--- config.mk ---
export PLATFORM = sky130hd
export DESIGN_NAME = mem_access
export DESIGN_NICKNAME = d
export VERILOG_FILES = /design/src/rtl/fewcore_pkg.sv /design/src/rtl/mem_lane_align.sv /design/src/rtl/mem_access.sv
export SDC_FILE = /design/constraint.sdc
export NUM_CORES = 1
export LEC_CHECK = 0
export CAP_MARGIN = 0
export CORE_UTILIZATION = 25
export DETAILED_ROUTE_END_ITERATION = 8
export DONT_BUFFER_PORTS = 1
export RECOVER_POWER = 25
export SETUP_SLACK_MARGIN = 0.4
export SLEW_MARGIN = 20
export SYNTH_ARGS = -nofsm -noshare
export SYNTH_HDL_FRONTEND = slang
export SYNTH_SLANG_ARGS = --single-unit
--- constraint.sdc ---
create_clock -name clk -period 11.9 [get_ports clk]
set_clock_uncertainty 0.15 [all_clocks]
set_input_delay 1.785 -clock clk [delete_from_list [all_inputs] [get_ports clk]]
set_output_delay 1.785 -clock clk [all_outputs]
set_load 0.03 [all_outputs]
--- src/rtl/fewcore_pkg.sv ---
// rtl/fewcore_pkg.sv - shared fewcore opcode, funct3 and memory-stage definitions
package fewcore_pkg;

    localparam logic [6:0] OPC_LOAD  = 7'b0000011;
    localparam logic [6:0] OPC_STORE = 7'b0100011;

    localparam logic [2:0] F3_B  = 3'b000;
    localparam logic [2:0] F3_H  = 3'b001;
    localparam logic [2:0] F3_W  = 3'b010;
    localparam logic [2:0] F3_BU = 3'b100;
    localparam logic [2:0] F3_HU = 3'b101;

    typedef enum logic [1:0] {
        IDLE,
        BUSY,
        DONE,
        ERR
    } mem_state_t;

    // op is {funct3, opcode}
    function automatic logic is_load_op(input logic [9:0] op);
        return (op[6:0] == OPC_LOAD) &&
               (op[9:7] == F3_B  || op[9:7] == F3_H || op[9:7] == F3_W ||
                op[9:7] == F3_BU || op[9:7] == F3_HU);
    endfunction

    function automatic logic is_store_op(input logic [9:0] op);
        return (op[6:0] == OPC_STORE) &&
               (op[9:7] == F3_B || op[9:7] == F3_H || op[9:7] == F3_W);
    endfunction

    // funct3[1:0] encodes access size for both signed and unsigned loads
    function automatic logic is_aligned(input logic [2:0] funct3, input logic [1:0] offset);
        case (funct3[1:0])
            2'b01:   return !offset[0];
            2'b10:   return offset == 2'b00;
            default: return 1'b1;
        endcase
    endfunction

endpackage

--- src/rtl/mem_lane_align.sv ---
// rtl/mem_lane_align.sv - store lane steering and left-justified load extraction
module mem_lane_align
    import fewcore_pkg::*;
(
    input  logic [2:0]  store_funct3,
    input  logic [1:0]  store_offset,
    input  logic [31:0] store_data,
    output logic [3:0]  be,
    output logic [31:0] wdata,
    input  logic [2:0]  load_funct3,
    input  logic [1:0]  load_offset,
    input  logic [31:0] rdata,
    output logic [31:0] load_data
);

    always_comb begin
        be    = 4'b1111;
        wdata = store_data;
        case (store_funct3)
            F3_B: begin
                be    = 4'b0001 << store_offset;
                wdata = {4{store_data[7:0]}};
            end
            F3_H: begin
                be    = store_offset[1] ? 4'b1100 : 4'b0011;
                wdata = {2{store_data[15:0]}};
            end
            default: ;
        endcase
    end

    // The downstream extender expects the selected lane in the top bits
    always_comb begin
        load_data = rdata;
        case (load_funct3)
            F3_B, F3_BU: load_data = {rdata[8*load_offset +: 8], 24'b0};
            F3_H, F3_HU: load_data = {(load_offset[1] ? rdata[31:16] : rdata[15:0]), 16'b0};
            default: ;
        endcase
    end

endmodule

--- src/rtl/mem_access.sv ---
// rtl/mem_access.sv - RV32I memory-access stage with req/ack data-memory handshake
module mem_access
    import fewcore_pkg::*;
#(
    parameter int XLEN    = 32,
    parameter int TIMEOUT = 16
) (
    input  logic            clk,
    input  logic            reset,
    input  logic            valid_in,
    input  logic [11:0]     operation,
    input  logic [XLEN-1:0] addr,
    input  logic [XLEN-1:0] store_data,
    input  logic            flush,
    output logic            mem_req,
    output logic            mem_we,
    output logic [XLEN-1:0] mem_addr,
    output logic [3:0]      mem_be,
    output logic [31:0]     mem_wdata,
    input  logic            mem_ack,
    input  logic [31:0]     mem_rdata,
    output logic            stall,
    output logic [31:0]     memData,
    output logic            load_valid,
    output logic            misaligned,
    output logic            bus_error
);

    localparam int CW = (TIMEOUT < 2) ? 1 : $clog2(TIMEOUT);
    localparam logic [CW-1:0] CNT_LAST = CW'((TIMEOUT > 0) ? TIMEOUT - 1 : 0);

    mem_state_t    state;
    logic [CW-1:0] wait_cnt;
    logic [2:0]    funct3_q;
    logic [1:0]    offset_q;
    logic          load_q;
    logic          flushed_q;

    logic [2:0]    funct3;
    logic          op_load;
    logic          op_store;
    logic          aligned;
    logic          idle_op;
    logic          accept;
    logic [3:0]    st_be;
    logic [31:0]   st_wdata;
    logic [31:0]   ld_data;
    logic          unused_funct;

    assign funct3       = operation[9:7];
    assign op_load      = is_load_op(operation[9:0]);
    assign op_store     = is_store_op(operation[9:0]);
    assign aligned      = is_aligned(funct3, addr[1:0]);
    assign unused_funct = ^operation[11:10];

    // A flushed instruction neither starts an access nor raises a fault
    assign idle_op    = !reset && (state == IDLE) && valid_in && !flush && (op_load || op_store);
    assign accept     = idle_op && aligned;
    assign misaligned = idle_op && !aligned;
    assign stall      = !reset && ((state == BUSY) || accept);

    mem_lane_align u_lane_align (
        .store_funct3 (funct3),
        .store_offset (addr[1:0]),
        .store_data   (store_data[31:0]),
        .be           (st_be),
        .wdata        (st_wdata),
        .load_funct3  (funct3_q),
        .load_offset  (offset_q),
        .rdata        (mem_rdata),
        .load_data    (ld_data)
    );

    always_ff @(posedge clk or posedge reset) begin
        if (reset) begin
            state      <= IDLE;
            mem_req    <= 1'b0;
            mem_we     <= 1'b0;
            mem_addr   <= '0;
            mem_be     <= '0;
            mem_wdata  <= '0;
            memData    <= '0;
            load_valid <= 1'b0;
            bus_error  <= 1'b0;
            wait_cnt   <= '0;
            funct3_q   <= '0;
            offset_q   <= '0;
            load_q     <= 1'b0;
            flushed_q  <= 1'b0;
        end else begin
            load_valid <= 1'b0;
            bus_error  <= 1'b0;
            case (state)
                IDLE: begin
                    if (accept) begin
                        state     <= BUSY;
                        mem_req   <= 1'b1;
                        mem_we    <= op_store;
                        mem_addr  <= {addr[XLEN-1:2], 2'b00};
                        mem_be    <= op_store ? st_be : 4'b1111;
                        mem_wdata <= op_store ? st_wdata : 32'b0;
                        funct3_q  <= funct3;
                        offset_q  <= addr[1:0];
                        load_q    <= op_load;
                        flushed_q <= 1'b0;
                        wait_cnt  <= '0;
                    end
                end
                BUSY: begin
                    // The bus transaction cannot be abandoned; flush only hides the result
                    if (flush) begin
                        flushed_q <= 1'b1;
                    end
                    if (mem_ack) begin
                        state   <= DONE;
                        mem_req <= 1'b0;
                        if (load_q && !flushed_q && !flush) begin
                            memData    <= ld_data;
                            load_valid <= 1'b1;
                        end
                    end else if ((TIMEOUT != 0) && (wait_cnt == CNT_LAST)) begin
                        state     <= ERR;
                        mem_req   <= 1'b0;
                        bus_error <= 1'b1;
                    end else begin
                        wait_cnt <= wait_cnt + 1'b1;
                    end
                end
                DONE:    state <= IDLE;
                ERR:     state <= IDLE;
                default: state <= IDLE;
            endcase
        end
    end

endmodule
# Word level (Yosys, flattened, before mapping)
# Cells that the tools add are included.
[word_totals]
reg_bits = 115
inputBits = 113
out_inout_bits = 106
word_cells = 102
[op_classes]
n_shift = 2
reduce_logical = 36
mux = 29
n_eq_ne = 20
addsub = 1
[op_table]
columns = ["op", "n"]
rows = [
  ["one-hot mux 32 bit (2 select lines)", 2],
  ["two-way mux 32 bit", 1],
  ["variable part select 32 x 6 -> 8 bit", 1],
  ["two-way mux 4 bit", 5],
  ["two-way mux 16 bit", 1],
  ["one-hot mux 4 bit (2 select lines)", 2],
  ["== test 3 bit (second input constant)", 4],
  ["logical AND 1 bit", 11],
  ["two-way mux 1 bit", 11],
  ["AND reduction 3 bit", 3],
  ["!= test 2 bit (second input constant)", 4],
  ["== test 7 x 2 -> 1 bit (second input constant)", 1],
  ["== test 7 x 6 -> 1 bit (second input constant)", 1],
  ["== test 2 bit (second input constant)", 3],
  ["== test 3 x 1 -> 1 bit (second input constant)", 2],
  ["logical NOT 3 bit", 2],
  ["logical OR 1 bit", 6],
  ["two-way mux 2 bit", 3],
  ["one-hot mux 1 bit (2 select lines)", 3],
  ["one-hot mux 2 bit (3 select lines)", 1],
  ["OR reduction 2 bit", 3],
  ["logical NOT 1 bit", 5],
  ["adder 4 x 1 -> 4 bit (second input constant)", 1],
  ["== test 2 x 1 -> 1 bit (second input constant)", 2],
  ["8 further kinds", 10],
]

# Depth between registers and ports, before layout
# Gate-level depths: netlist of the first run.
[depth]
word_depth = 11
depth_mapped = 8
mapped_depth_nobuf = 6

# Cells and area by module
# Synthesis of the first run repeated with hierarchy kept, for this count alone.
[unflattened]
cells_unflattened = 488
hier_area_um2 = 5841.9
[modules_own_cells]
columns = ["mod", "area_each_um2", "seq_area_each_um2", "cells_per_inst", "instances"]
rows = [
  ["mem_access", 4903.5, 2877.8, 360, 1],
  ["mem_lane_align", 938.4, 0.0, 128, 1],
]

# Worst setup path before layout of the first run
# No wires, ideal clock.
[synth_path]
kind = "input-to-output"
from = "input reset"
to = "output stall"
path_slack_ps = 4320
t_required_ps = 9965
path_stages = 6
path_buffers = 2
arrival_ps = 5645
path_cell_list = "inv_1 and3_1 buf_2 o2111ai_4 clkbuf_1 a21oi_1"
[synth_via]
elab_chain_len = 8
[synth_lines]
columns = ["element", "line_no", "text"]
rows = [
  ["from (decl)", "mem_access.sv:9", "input logic reset,"],
  ["logical NOT 1 bit (no line) *", "--", ""],
  ["logical AND 1 bit (4 in series)", "mem_access.sv:57", "assign idle_op = !reset && (state == IDLE) && valid_in && !flush && (op_load || op_store);"],
  ["logical AND 1 bit", "mem_access.sv:58", "assign accept = idle_op && aligned;"],
  ["logical OR 1 bit", "mem_access.sv:60", "assign stall = !reset && ((state == BUSY) || accept);"],
  ["logical AND 1 bit *", "mem_access.sv:60", ""],
  ["to (decl)", "mem_access.sv:22", "output logic stall,"],
]
# Mark *: on every way between the ends. The rest lies on a longest branch, timed or not.

# Final worst setup path of the first run
# Ends and elaborated chain as after synthesis.

==> run metrics, run 1 <==
critical path cell sequence=clkinvlp_2 -> and3_1 -> o2111ai_4 -> buf_4 -> a21oi_1; hold depth=1; DR iter-0 viols=roughly 220; Post-Place Worst Slack=6.07 ns; minimum clock period=~7.2 ns; vias=between 3000 and 4000; worst setup path category=primary input to output pin; Root Driver=clkbuf_16; Crit. End Element=output pin; post_cts resized=0; Routed WL=14.9 mm; Worst Hold End=funct3_q[1]; chip height=147 um; RSZ-0062 raised after global routing=no; CTS Buf Count=17; R2R Path End=memData[3]; status=finished, violations left; most common cell after layout, fill and taps aside=dfrtp_1; Crit path max-delay family=buffers and inverters; row count=52; Most used DFF post-synth=dfrtp_1; Synth Warn #=0; fin util=29.6%; Worst-Skew Late Latency=~0.40 ns; failing checks=max-capacitance violations, max-slew violations; Tot Pwr=between 0.0009 and 0.001 W; min-delay worst type=flop to flop; initial cell density of the core=between 20 and 30%; vias per inst=approximately 5; Non-Filler Instances=718; clock buffer depth=2; number of global-route vias before repair=approximately 3800; Net Sw Frac=a little over a fifth; relative slew slack=-55.2%; Tightest Pin Transition=between 2 and 2.5 ns; pwr dens=162 mW/mm2; Hold Buf Count CTS=0; P_int=~0.00077 W; First-pass DRT Iterations=5; Seq/Total Area, Yosys=between 50% and 60%; top-area cell type share of the netlist area=between 50% and 60%; worst hold start=funct3_q[1]; Worst-path clk slew=approximately 0.05 ns; Lkg Pwr=between 2 and 3 nW; # IOs=219; DRC viols=0; Final setup viols=0; antenna cells=0; CTS tree=done; Port Buffers=0; synthesized area=roughly 0.0052 mm2; GRT Resource Usage Total=13.8%; final worst slack=around 4.7 ns; Max Clock Freq=approximately 0.14 GHz; Critical Path Fanout Max=54; Syn Inst Count=442; cell taking the most area after synthesis=dfrtp_1; GPL Wtd Cong=roughly 0.8; fin. max-slew vios=121; Seq cells post-synth=114; critical path buffer and inverter count=2; Synth async-reset ratio=100%; Area Overhead vs Synth=15.3%; Critical Path RT=around 10 ns; CP startpoint kind=primary input; CP arrival=5.27 ns; initial antenna violation count=0; H-tree Lvls=4; share of layout cells above drive strength 1=between 10% and 20%; slowest stage cell on the critical path=clkinvlp_2; setup_tns=0 ns; reg-to-reg slack, setup=between 8 and 9 ns; fin nets=552; Distinct cells, synth=48; first-pass GRT wire length=about 22 mm; Clock Power Share=between 50 and 60%; clock sinks=114; Final Cycle Share=about three fifths; DR WL/cell=20.7 um; GR Overflow Total=0; largest net degree at the start of global routing=66; NetSw=about 0.00021 W; Worst VDD drop=approximately 0.085 mV; Die X=about 150 um; Post-synth EDFFs=0; Die ar.=~0.022 mm2; Reg2Reg Depth=4; Comb pwr share=under 10%; antenna viol nets, final=0; DP HPWL=about 11 mm; Area contributors post-synth=dfrtp_1, mux2_4, o21ai_0; MaxCap Viol Count=2; share of power burned in registers=about two fifths; Cells after DPL=686; Final Hold Fails=0; Setup Fix Bufs, Post-CTS=0; average size of a mapped cell=11.9 um2; Core Area=just over 0.02 mm2; Critical R2R Launch=state[0]; commonest non-fill, non-tap cells in the layout=dfrtp_1, nand2_1, o21ai_0, mux2_4, o2bb2ai_1; CP peak stage delay=1.69 ns
-- kinds of logic (layout without fill, tap and decap cells) --
family,count (synthesis),count (layout),synth area share (%)
AO/OA/AOI/OAI,142,142,20.2
XOR/XNOR,2,2,0.334
buffers and inverters,43,48,4.65
adder cells (fa/ha/maj),4,4,0.954
flip-flops,114,114,54.4
other,1,2,0.0715
multiplexers,44,44,11.5
AND/OR/NAND/NOR,92,92,7.94
-- cells in the mapped netlist (2+ instances only) --
cell type	number
nand2b_1	4
clkbuf_1	18
a21oi_1	3
a22o_1	18
o32a_1	4
nand2_1	57
o211ai_1	2
dfrtp_1	114
buf_1	2
and3_1	3
buf_2	6
nor3b_1	2
inv_1	10
nor2b_1	3
nor2_1	8
a22oi_1	16
xor2_1	2
mux2_2	12
buf_12	3
a222oi_1	8
buf_4	2
nand3_1	5
o2bb2ai_1	22
a221o_1	8
nor3_1	5
mux2i_1	2
mux2_4	29
o21ai_0	51
ha_1	4
-- worst max path at each step --
stage / from / end / cells past startpoint
after floorplan: reset / stall / 6
after global placement: operation[8] / stall / 7
after detailed placement: operation[8] / stall / 7
after CTS: operation[8] / stall / 7
after global routing: reset / stall / 5
final: reset / stall / 5
-- worst register-to-register path, stage by stage, from the launching register on --
cell,delay (ns)
dfrtp_1,0.40
nor2b_1,0.17
nand4_1,0.10
clkbuf_1,1.64
o21ai_0,0.42
-- flip-flops by register name (all words and copies together) (netlist names) --
| name | cells |
|---|---|
| mem_wdata | 32 |
| mem_we | 1 |
| mem_be | 4 |
| offset_q | 2 |
| mem_addr | 30 |
| load_valid | 1 |
| state | 2 |
| funct3_q | 2 |
| bus_error | 1 |
| load_q | 1 |
| mem_req | 1 |
| wait_cnt | 4 |
| memData | 32 |
| flushed_q | 1 |
-- per-stage QoR --
step | instance area (um2) | hold slack (ns)
final | 6050 | 0.370
after global routing | 6050 | 0.393
after CTS | 6050 | 0.374
after detailed placement | 5430 | 0.355
after global placement | 5430 | 0.340
after floorplan | 5250 | 0.324
-- layout make-up --
cell class	instances	area [um2]
clock inverters	10	156
repair buffers	6	41.3
inverters	10	38.8
clock buffers	22	464
fillers	2079	14400
well taps	270	338
flip-flops and latches	114	2850
multi-input cells	286	2160
-- metal layers --
metal  track usage [%]  share of wire, %  up-vias
met1              15.6                38     1773
met3              6.68                13       16
li1                  -                 -     1619
met4              4.58               1.4        0
met2              22.6                48      239
met5                 0                 0        -
-- power by group through the flow --
stage | sequential [W] | clock, W | combinational, W
6_report | 0.000404 | 0.000538 | 0.0000386
5_1_grt | 0.000404 | 0.000571 | 0.0000437
4_1_cts | 0.000404 | 0.000554 | 0.0000396
3_5_place_dp | 0.000411 | 0 | 0.0000395
3_3_place_gp | 0.000410 | 0 | 0.0000382
2_1_floorplan | 0.000409 | 0 | 0.0000318
Note: power is estimated with default switching activity, not from simulation.
==> run 2: changes to the inputs <==
==> constraint.sdc (replaced) <==
create_clock -name clk -period 6.8 [get_ports clk]
set_clock_uncertainty 0.15 [all_clocks]
set_input_delay 1.02 -clock clk [delete_from_list [all_inputs] [get_ports clk]]
set_output_delay 1.02 -clock clk [all_outputs]
set_load 0.03 [all_outputs]
==> run 2 against run 1 <==
The run still ends with max-capacitance violations, max-slew violations left. Register-to-register slack got worse by 5.1 ns. Clock-buffer cell count rose by 1. Sequential cell count did not move. Sequential power rose by 75%. Global-route usage rose by 0.092 points. Setup slack got worse by 2.2 ns. Critical endpoint unchanged. Largest power group unchanged. Highest routed layer unchanged.
==> run metrics, run 2 (synthesis gave the netlist of run 1 again) <==
status=finished, violations left; failing checks=max-capacitance violations, max-slew violations; register area=between 0.002 and 0.003 mm2; largest net degree at the start of global routing=between 60 and 70; slowest stage cell on the critical path=a21oi_1; Final setup viols=0; Lkg Pwr=2.66 nW; # IOs=219; critical path cell sequence=inv_1 -> ha_1 -> nor2_1 -> o21ai_1 -> o2111ai_4 -> buf_4 -> a21oi_1; fin nets=553; Setup Fix Bufs, Post-CTS=0; relative slew slack=-53.8%; Crit path max-delay family=compound AO/OA/AOI/OAI gates; Core Area=a little over 0.02 mm2; antenna cells=0; Net Sw Frac=between 20% and 30%; DP HPWL=between 10 and 15 mm; Die ar.=approximately 0.022 mm2; Worst VDD drop=around 0.12 mV; Die X=about 150 um; CTS tree=done; Final Cycle Share=a little over three fifths; post-route cell area=0.00606 mm2; Critical Path RT=5.63 ns; commonest non-fill, non-tap cells in the layout=dfrtp_1, nand2_1, o21ai_0, mux2_4, o2bb2ai_1; initial cell density of the core=between 20% and 30%; P_int=0.00133 W; Worst-path clk slew=approximately 0.05 ns; worst setup path category=primary input to output pin; Root Driver=clkbuf_16; CP arrival=between 3 and 4 ns; First-pass DRT Iterations=5; area occupied by multi-input gates=0.00216 mm2; DRC viols=0; GRT Resource Usage Total=between 10% and 20%; post_cts resized=0; share of layout cells above drive strength 1=19.2%; min-delay worst type=flop to flop; RSZ-0062 raised after global routing=no; CTS Buf Count=17; CP startpoint kind=primary input; critical path buffer and inverter count=2; pwr dens=between 200 and 300 mW/mm2; MaxCap Viol Count=1; dpl cell area=~0.0054 mm2; Filler cells=about 2100; share of power burned in registers=between 40% and 50%; NetSw=around 0.00037 W; Top Registers=memData x32, mem_wdata x32, mem_addr x30; CP peak stage delay=approximately 0.57 ns; DR iter-0 viols=~190; Area Overhead vs Synth=15.4%; clock sinks=between 100 and 150; first-pass GRT wire length=22.1 mm; number of global-route vias before repair=3744; most common cell after layout, fill and taps aside=dfrtp_1; Hold Buf Count CTS=0; fin. max-slew vios=66; row count=52; Port Buffers=0; Clock Power Share=roughly 54%; Tightest Pin Transition=2.31 ns; DR WL/cell=around 21 um; GR Overflow Total=0; chip height=147 um; Comb pwr share=4.0%; H-tree Lvls=4; initial antenna violation count=0; Worst-Skew Late Latency=0.40 ns; GPL Wtd Cong=about 0.8; Max Clock Freq=around 0.23 GHz; antenna viol nets, final=0; setup_tns=0 ns; vias per inst=a little over 5; Critical Path Fanout Max=37; clock buffer depth=2; Final Hold Fails=0; vias=roughly 3700; minimum clock period=roughly 4.3 ns; Routed WL=around 15 mm; Crit. End Element=output pin
-- run 2: cell count changes in the layout (fill, tap and decap cells not counted) --
| cell | change |
|---|---|
| buf_4 | +1 |
| nor3_2 | +1 |
| clkbuf_1 | -1 |
| bufinv_16 | -1 |
| clkbuf_8 | +2 |
| clkinvlp_4 | +2 |
| clkinvlp_2 | -1 |
| clkinv_2 | -3 |
| inv_4 | +1 |
| nor3_1 | -1 |
-- run 2: layout make-up --
type,count,share of cell area (%)
clock inverter,8,2.09
clock buffer,23,8.06
tap,270,5.58
multi-input combinational,286,35.7
timing repair buffer,7,0.806
inverter,10,0.661
sequential,114,47.1
-- run 2: worst paths after layout --
path,startpoint,endpoint,slack (ns),cells after the start
worst max register to register,state[0],memData[1],3.70,4
max in group asynchronous,reset,mem_wdata[21],4.81,2
worst min-delay path,funct3_q[1],funct3_q[1],0.36,1
worst min register to register,funct3_q[1],funct3_q[1],0.36,1
min in group asynchronous,reset,bus_error,0.44,1
worst max-delay path,operation[8],stall,2.50,7
-- run 2: power by group through the flow --
stage	combinational (W)	sequential, W	clock, W
global placement	0.0000669	0.000718	0
CTS	0.0000694	0.000706	0.000949
global route	0.0000761	0.000707	0.000988
floorplan	0.0000557	0.000715	0
detailed placement	0.0000692	0.000718	0
finish	0.0000681	0.000706	0.000920
-- run 2: worst register-to-register path, stage by stage, from the launching register on --
cell	delay, ns
dfrtp_1	0.40
nor2b_1	0.17
nand4_1	0.09
clkbuf_1	1.63
o21ai_0	0.42
-- run 2: through the flow --
stage	total power, W	std cells	util, %	hold slack, ns	worst slack, ns
6_report	0.00169	718	29.6	0.358	2.50
5_1_grt	0.00177	718	29.6	0.405	2.37
4_1_cts	0.00172	718	29.6	0.362	2.51
3_5_place_dp	0.000787	687	26.6	0.345	2.51
3_3_place_gp	0.000785	686	26.6	0.342	2.60
2_1_floorplan	0.000771	443	-	0.324	0.750
-- run 2: metal layers --
| metal | vias up | GRT usage (%) | share of wire, % |
|---|---|---|---|
| met4 | 0 | 4.74 | 1.2 |
| met2 | 229 | 22.6 | 49 |
| met5 | - | 0 | 0 |
| met1 | 1818 | 16.4 | 40 |
| li1 | 1626 | - | - |
| met3 | 16 | 5.84 | 9.9 |
==> run 3: changes to the inputs <==
==> constraint.sdc (replaced) <==
create_clock -name clk -period 3.76 [get_ports clk]
set_clock_uncertainty 0.15 [all_clocks]
set_input_delay 0.564 -clock clk [delete_from_list [all_inputs] [get_ports clk]]
set_output_delay 0.564 -clock clk [all_outputs]
set_load 0.03 [all_outputs]
==> run 3 against run 2 <==
Power up 70%. Non-clock buffer count up 2. Via count down 0.76%. Combinational power up 85%. Sequential share of layout area up 0.20 points. Setup slack worse by 1.6 ns. Routed wire length down 1.0%. Die area unchanged. Critical path depth down 1. Clock-buffer cell count unchanged. Sequential cell count unchanged. First-iteration DRC count up 36%. The flow now finishes without violations. Largest cell class unchanged. Critical endpoint unchanged.
==> run metrics, run 3 (synthesis gave the netlist of run 1 again) <==
fin nets=approximately 560; Crit path max-delay family=compound AO/OA/AOI/OAI gates; first-pass GRT wire length=around 22 mm; minimum clock period=approximately 2.9 ns; MaxCap Viol Count=0; RSZ-0062 raised after global routing=no; Area Overhead vs Synth=15.0%; CP startpoint kind=primary input; antenna viol nets, final=0; Worst-Skew Late Latency=about 0.4 ns; Setup Fix Bufs, Post-CTS=0; number of global-route vias before repair=between 3000 and 4000; largest net degree at the start of global routing=66; Critical Path RT=3.05 ns; Final setup viols=0; Top Registers=memData x32, mem_wdata x32, mem_addr x30; Worst-path clk slew=0.05 ns; Final Hold Fails=0; row count=between 50 and 60; vias per inst=5.10; antenna cells=0; CP arrival=2.17 ns; fin. max-slew vios=0; Die X=around 150 um; DP HPWL=between 10 and 15 mm; Die ar.=~0.022 mm2; vias=approximately 3700; Port Buffers=0; Tightest Pin Transition=0.859 ns; share of layout cells above drive strength 1=approximately a fifth; Cells after DPL=slightly below 700; initial antenna violation count=0; fin util=slightly below 30%; CTS Buf Count=17; most used cell, CP=inv_1; DR WL/cell=20.4 um; most common cell after layout, fill and taps aside=dfrtp_1; critical path cell sequence=inv_1 -> ha_1 -> inv_1 -> a21oi_2 -> o2111ai_4 -> a21oi_4; CTS tree=done; Hold WS=between 0.08 and 0.09 ns; GRT Resource Usage Total=about 14%; critical path buffer and inverter count=2; Root Driver=clkbuf_16; Max Clock Freq=about 0.35 GHz; relative slew slack=between 40% and 50%; GPL Wtd Cong=between 0.7 and 0.8; DR iter-0 viols=253; min-delay worst type=primary input to flop; Worst VDD drop=roughly 0.19 mV; commonest non-fill, non-tap cells in the layout=dfrtp_1, nand2_1, o21ai_0, mux2_4, o2bb2ai_1; clock sinks=around 110; post-route cell area=a little over 0.006 mm2; Routed WL=between 10 and 15 mm; chip height=about 150 um; Non-Filler Instances=between 700 and 800; Critical Path Fanout Max=12; H-tree Lvls=4; status=complete, no violations; slowest stage cell on the critical path=ha_1; dpl cell area=~0.0055 mm2; # IOs=around 220; Lkg Pwr=2.65 nW; Final Cycle Share=76.6%; initial cell density of the core=between 20 and 30%; CP peak stage delay=approximately 0.5 ns; pwr dens=478 mW/mm2; First-pass DRT Iterations=6; GR Overflow Total=0; Crit. End Element=output pin; Hold Buf Count CTS=0; clock buffer depth=2; DRC viols=0; worst setup path category=primary input to output pin; Core Area=~0.02 mm2; post_cts resized=0; setup_tns=0 ns
[run 3: cell count changes in the layout (fill, tap and decap cells not counted), sizes merged]
cell	previous run	this run
clkinv	2	4
clkinvlp	3	2
buf	6	9
bufinv	3	1
clkbuf	24	23
inv	10	9
[run 3: worst register-to-register path, cell delays in order, from the launching register on]
cell and delay [ns]:
dfrtp_1 0.40, nor3_1 0.20, and3_1 0.39, o2111a_2 0.29
buf_12 0.28, mux2_2 0.43
[run 3: path summary, 6_finish.rpt]
path,from,end,slack (ns),cells past startpoint
worst min register to register,flushed_q,flushed_q,0.36,1
worst min-delay path,mem_ack,bus_error,0.08,1
worst max register to register,state[1],mem_addr[30],1.51,5
max in group asynchronous,reset,mem_wdata[19],2.10,3
min in group asynchronous,reset,state[0],0.10,2
worst max-delay path,operation[8],stall,0.88,6
[run 3: stage by stage]
stage	total power (W)	setup slack (ns)
detailed placement	0.00143	0.851
global route	0.00300	0.753
global placement	0.00142	0.905
CTS	0.00293	0.850
finish	0.00288	0.879
floorplan	0.00140	-0.252
[run 3: power breakdown]
part / switching (W) / total (W) / internal (W)
sequential: 0.0000360 / 0.00128 / 0.00124
combinational: 0.0000777 / 0.000126 / 0.0000487
clock: 0.000533 / 0.00148 / 0.000944
[run 3: final cells by class]
class                      instances  area [um2]
timing repair buffer               9        80.1
clock buffer                      23         478
sequential                       114        2850
multi-input combinational        286        2190
tap                              270         338
clock inverter                     6        57.6
inverter                          10        38.8
fill                            2079       14400
[run 3: routing by layer]
metal	routed length, um	track usage, %	vias to the layer above
met3	1250	4.94	14
met2	7180	22.4	196
met4	218	5.36	0
li1	-	-	1625
met1	6010	16.5	1826
met5	0	0	-
